### config.mk
export PLATFORM = sky130hd
export DESIGN_NAME = column_stack
export DESIGN_NICKNAME = d
export VERILOG_FILES = /design/src/rtl/column_stack.sv
export SDC_FILE = /design/constraint.sdc
export NUM_CORES = 1
export LEC_CHECK = 0
export ABC_CLOCK_PERIOD_IN_PS = 1490
export CORE_MARGIN = 8
export CORE_UTILIZATION = 46
export DETAILED_ROUTE_END_ITERATION = 12
export PLACE_DENSITY_LB_ADDON = 0.1
export REMOVE_ABC_BUFFERS = 1
export SYNTH_ARGS = -nofsm -noshare
export SYNTH_HDL_FRONTEND = slang
export SYNTH_SLANG_ARGS = --single-unit
### constraint.sdc
create_clock -name clk -period 1.49 [get_ports clk]
set_input_delay 0.298 -clock clk [delete_from_list [all_inputs] [get_ports clk]]
set_output_delay 0.298 -clock clk [all_outputs]
set_load 0.1 [all_outputs]
### src/rtl/column_stack.sv
// column_stack: six-cell bottom-up stacking column with a drop/land FSM.
// Optional macro FALL_ANIM_EN animates the falling token one row per FALL_TICKS cycles.
module column_stack #(
  parameter int FALL_TICKS = 4
) (
  input  logic       clk,
  input  logic       rst,
  input  logic       clear,
  input  logic       drop,
  input  logic [1:0] player,
  output logic [1:0] q0,
  output logic [1:0] q1,
  output logic [1:0] q2,
  output logic [1:0] q3,
  output logic [1:0] q4,
  output logic [1:0] q5,
  output logic       busy,
  output logic       full,
  output logic       done,
  output logic       reject,
  output logic [2:0] land_row
);

  typedef enum logic {
    IDLE = 1'b0,
    FALL = 1'b1
  } state_t;

  localparam logic [2:0] ROWS = 3'd6;

  state_t     state_q, state_d;
  logic [1:0] cells_q [6];
  logic [1:0] cells_d [6];
  logic [1:0] q_q [6];
  logic [1:0] q_d [6];
  logic [2:0] n_q, n_d;
  logic [2:0] land_row_q, land_row_d;
  logic       done_q, done_d;
  logic       reject_q, reject_d;
  logic       drop_ok;
  logic       land;
  logic [1:0] land_tok;

`ifdef FALL_ANIM_EN
  localparam logic [7:0] TICK_LAST = 8'(FALL_TICKS - 1);

  logic [1:0] tok_q, tok_d;
  logic [2:0] target_q, target_d;
  logic [2:0] cursor_q, cursor_d;
  logic [7:0] tick_q, tick_d;
`endif

  generate
    if (FALL_TICKS < 1 || FALL_TICKS > 255) begin : g_bad_ticks
      $error("column_stack: FALL_TICKS must be in 1..255");
    end
  endgenerate

  assign full    = (n_q == ROWS);
  assign drop_ok = (player == 2'b01 || player == 2'b10) && !full;

  always_comb begin
    state_d    = state_q;
    cells_d    = cells_q;
    n_d        = n_q;
    land_row_d = land_row_q;
    done_d     = 1'b0;
    reject_d   = 1'b0;
    land       = 1'b0;
    land_tok   = 2'b00;
`ifdef FALL_ANIM_EN
    tok_d      = tok_q;
    target_d   = target_q;
    cursor_d   = cursor_q;
    tick_d     = tick_q;
`endif
    // clear behaves like reset and swallows any same-cycle drop
    if (clear) begin
      state_d    = IDLE;
      n_d        = 3'd0;
      land_row_d = 3'd0;
      for (int i = 0; i < 6; i++) begin
        cells_d[i] = 2'b00;
      end
    end else begin
      case (state_q)
        IDLE: begin
          if (drop) begin
            if (!drop_ok) begin
              reject_d = 1'b1;
            end else begin
`ifdef FALL_ANIM_EN
              tok_d    = player;
              target_d = n_q;
              cursor_d = 3'd5;
              tick_d   = 8'd0;
              state_d  = FALL;
`else
              // without animation the fall collapses into the accepting edge
              land     = 1'b1;
              land_tok = player;
`endif
            end
          end
        end
        FALL: begin
`ifdef FALL_ANIM_EN
          if (tick_q == TICK_LAST) begin
            if (cursor_q == target_q) begin
              land     = 1'b1;
              land_tok = tok_q;
              state_d  = IDLE;
            end else begin
              cursor_d = cursor_q - 3'd1;
              tick_d   = 8'd0;
            end
          end else begin
            tick_d = tick_q + 8'd1;
          end
`else
          state_d = IDLE;
`endif
        end
        default: state_d = IDLE;
      endcase

      if (land) begin
        for (int i = 0; i < 6; i++) begin
          if (3'(i) == n_q) begin
            cells_d[i] = land_tok;
          end
        end
        n_d        = n_q + 3'd1;
        land_row_d = n_q;
        done_d     = 1'b1;
      end
    end
  end

  // Registered display: stored cells, with the falling token overlaid above its target
  always_comb begin
    for (int i = 0; i < 6; i++) begin
      q_d[i] = cells_d[i];
`ifdef FALL_ANIM_EN
      if (state_d == FALL && cursor_d == 3'(i) && cursor_d > target_d) begin
        q_d[i] = tok_d;
      end
`endif
    end
  end

  always_ff @(posedge clk) begin
    if (rst) begin
      state_q    <= IDLE;
      n_q        <= 3'd0;
      land_row_q <= 3'd0;
      done_q     <= 1'b0;
      reject_q   <= 1'b0;
      for (int i = 0; i < 6; i++) begin
        cells_q[i] <= 2'b00;
        q_q[i]     <= 2'b00;
      end
`ifdef FALL_ANIM_EN
      tok_q    <= 2'b00;
      target_q <= 3'd0;
      cursor_q <= 3'd0;
      tick_q   <= 8'd0;
`endif
    end else begin
      state_q    <= state_d;
      n_q        <= n_d;
      land_row_q <= land_row_d;
      done_q     <= done_d;
      reject_q   <= reject_d;
      cells_q    <= cells_d;
      q_q        <= q_d;
`ifdef FALL_ANIM_EN
      tok_q    <= tok_d;
      target_q <= target_d;
      cursor_q <= cursor_d;
      tick_q   <= tick_d;
`endif
    end
  end

  assign q0       = q_q[0];
  assign q1       = q_q[1];
  assign q2       = q_q[2];
  assign q3       = q_q[3];
  assign q4       = q_q[4];
  assign q5       = q_q[5];
  assign busy     = (state_q == FALL);
  assign done     = done_q;
  assign reject   = reject_q;
  assign land_row = land_row_q;

endmodule

==> qor.yml <==
run_status: "finished clean"
yosys.area_share.xor_xnor_pct: 2.793
vdd_ir_drop_max_v: 0.0006405
first_pass_iters: 4
period_needed_ps: 1475
slowest_stage: "dfxtp_2"
share_comb_of_total_power_pct: 16.7
critical_path.top_delay_family: "flip-flops"
final_cell_mix: "20 x nand2_1, 18 x dfxtp_1, 18 x buf_12"
die_w_um: 60.13
clock_latency_ps: 310
yosysSeqAreaShare_pct: 44.69
antenna_found_initial: 0
reg2reg_from: "n_q[0]$_SDFFE_PP0P_"
swShare_pct: 27.58
worst-path-max-fanout: 4
via_per_inst: 4.961
p_seq_share_pct: 52.2
fmax_mhz: 678.1
start_util_pct: 47.11
core_region_area_sq_um: 1902
critPathLaunchType: "register"
whs_endpoint: "q2[0]$_SDFFE_PP0P_"
synthCells: 94
syn-mean-instance-area_sq_um: 9.530
synth_top_area_share_pct: 44.69
critPathRequiredTime_ps: 1190
cts_buffers: 3
synth_seq_cells: 20
synth-simple-area-share_pct: 19.13
synth_top_family_by_area: "simple AND/OR/NAND/NOR gates"
clk_pin_slew_ps: 120
die_h_um: 60.13
clock_skew_ps: 8.917
die_area_sq_um: 3616
power_per_cell_area_nw_per_um2: 712.4
critical_path_class: "reg -> out"
max_stage_delay_ps: 400
grt_remaining_overflow: 0
io_pins: 25
holdWs_ps: 503.9
reg2reg_to: "q3[1]$_SDFFE_PP0P_"
drc: 0
clock_power_share_pct: 31.1
dp.final_hpwl_um: 1628
cts_max_level: 1
worstPathArrival_ps: 1180
synthAdderAreaFrac_pct: 6.983
synth.lib_cells_used.distinct: 24
cp_num_buf_inv: 2
path_cells: "ha_4, nand2_4, inv_4, buf_12"
clockBufferDepth: 2
reg2reg_depth: 6
yosys.area.top_type: "dfxtp_1"
rsz0062_at_grt: "yes"
grtUsageTotal_pct: 12.66
antenna_left: 0
end_kind: "output pin"
drive_above_1_share_pct: 35.71
drv_cap: 0
dr_total_vias: 759
area_delta_synth_final_pct: 64.52
grt_pass1_vias: 750
synthTopCellsByArea: "dfxtp_1 45%, mux2i_1 18%, nand2_1 8.8%, ha_1 7.0%, nand3_1 2.2%"
drt_wl_total_um: 2246
yosysWarnings: 0
routedWlPerCell_um: 14.68
drtIter0Drc: 14
synthesis.area_sq_um: 895.9
min_path_cells: 2
setup_viol: 0
grt_max_degree: 12
gp_congestion: 0.7692
r2r_slack_ps: 50
p_int_w: 0.0007605
num_rows: 16
netSwitchingPower_w: 0.0002896
min_period_over_period_pct: 98.97
diodes: 0
grt_pass1_wl_um: 3367
cts_root_buf: "clkbuf_4"
cts_hold_buf: 0
port_buffers: 23
hold_class: "reg -> reg"
min_from: "q2[0]$_SDFFE_PP0P_"
fin_nets: 138
totalNegativeSetupSlack_ps: 0
leakagePower_nw: 0.6411
synth_compound_area_share_pct: 4.190
report.final.slew_viol_count: 0
mostFrequentLayoutCell: "nand2_1"
clock_sinks: 20
synth_mux_area_share_pct: 17.88
cts_tree: "yes"
finalHoldViolations: 0
-- repair_timing --
action	CTS	global route
setup buffers	2	1
pin swaps	0	3
resized for setup	7	6
endpoints found under the setup margin	1	4
-- state kept, by name, summed over array words and instances (netlist names) --
register / cells
q4: 2
q1: 2
reject: 1
q2: 2
q3: 2
land_row: 3
n_q: 3
done: 1
q5: 2
q0: 2
-- metrics by stage --
step / area [sq um] / setup WS [ps] / utilization, % / power, W / std cells
after global routing: 1474 / -33.76 / 77.50 / 0.001088 / 153
final: 1474 / 15.29 / 77.50 / 0.001050 / 153
after floorplan: 875.8 / -92.34 / - / 0.0006510 / 90
after detailed placement: 1365 / -210.3 / 71.78 / 0.0007175 / 146
after CTS: 1434 / 4.317 / 75.39 / 0.001040 / 152
after global placement: 1365 / -162.1 / 71.78 / 0.0007130 / 146
-- worst max-delay path by stage --
stage	startpoint	to	slack [ps]	cells after the start
2_1_floorplan	n_q[0]$_SDFFE_PP0P_	full	-90	4
3_3_place_gp	drop	q3[1]$_SDFFE_PP0P_	-160	4
3_5_place_dp	player[0]	n_q[2]$_SDFFE_PP0P_	-210	5
4_1_cts	n_q[0]$_SDFFE_PP0P_	full	4	5
5_1_grt	n_q[0]$_SDFFE_PP0P_	full	-30	5
6_report	n_q[1]$_SDFFE_PP0P_	full	20	4
-- power groups by stage --
stage / Combinational, W / Sequential, W / Clock, W
5_1_grt: 0.000185 / 0.000549 / 0.000354
2_1_floorplan: 0.0000648 / 0.000586 / 0
6_report: 0.000175 / 0.000548 / 0.000327
3_5_place_dp: 0.000159 / 0.000559 / 0
3_3_place_gp: 0.000154 / 0.000559 / 0
4_1_cts: 0.000162 / 0.000548 / 0.000331
-- cell families after synthesis --
family          count (synthesis)
fa+ha+maj                       5
xor+xnor                        2
buf+inv                         8
flops                          20
other cells                     1
compound gates                  6
simple gates                   36
mux                            16
-- cells in the mapped netlist, drive strengths merged --
cell type / number
xor2: 1
inv: 4
nand3: 4
a21bo: 1
nor2b: 2
nor2: 3
and3: 1
a21oi: 3
or3: 1
buf: 2
ha: 5
nand2: 21
dfxtp: 20
mux2i: 16
or2: 1
nand4: 2
clkbuf: 2
nor3b: 1
xnor2: 1
conb: 1
a211oi: 1
o21ai: 1
-- layout make-up --
type	instances	area [sq um]
fill	117	427.9
clock buffer	4	36.28
timing repair buffer	32	478.0
inverter	4	17.52
multi-input combinational	66	505.5
sequential	20	402.9
tap	27	33.78
-- tightest hold or removal path: stages, from the launching register on --
cell and delay, ps:
dfxtp_1 350, nand2_1 60, mux2i_1 50
-- layer usage --
| metal | wire length (um) | up-vias | track usage (%) | share of wire, % |
|---|---|---|---|---|
| li1 | - | 376 | - | - |
| met1 | 903 | 350 | 12.82 | 40 |
| met2 | 1156 | 28 | 21.80 | 51 |
| met3 | 144 | 5 | 4.516 | 6.4 |
| met4 | 42 | 0 | 7.143 | 1.9 |
| met5 | 0 | - | 0 | 0 |
Power figures use the tool's default switching activity.
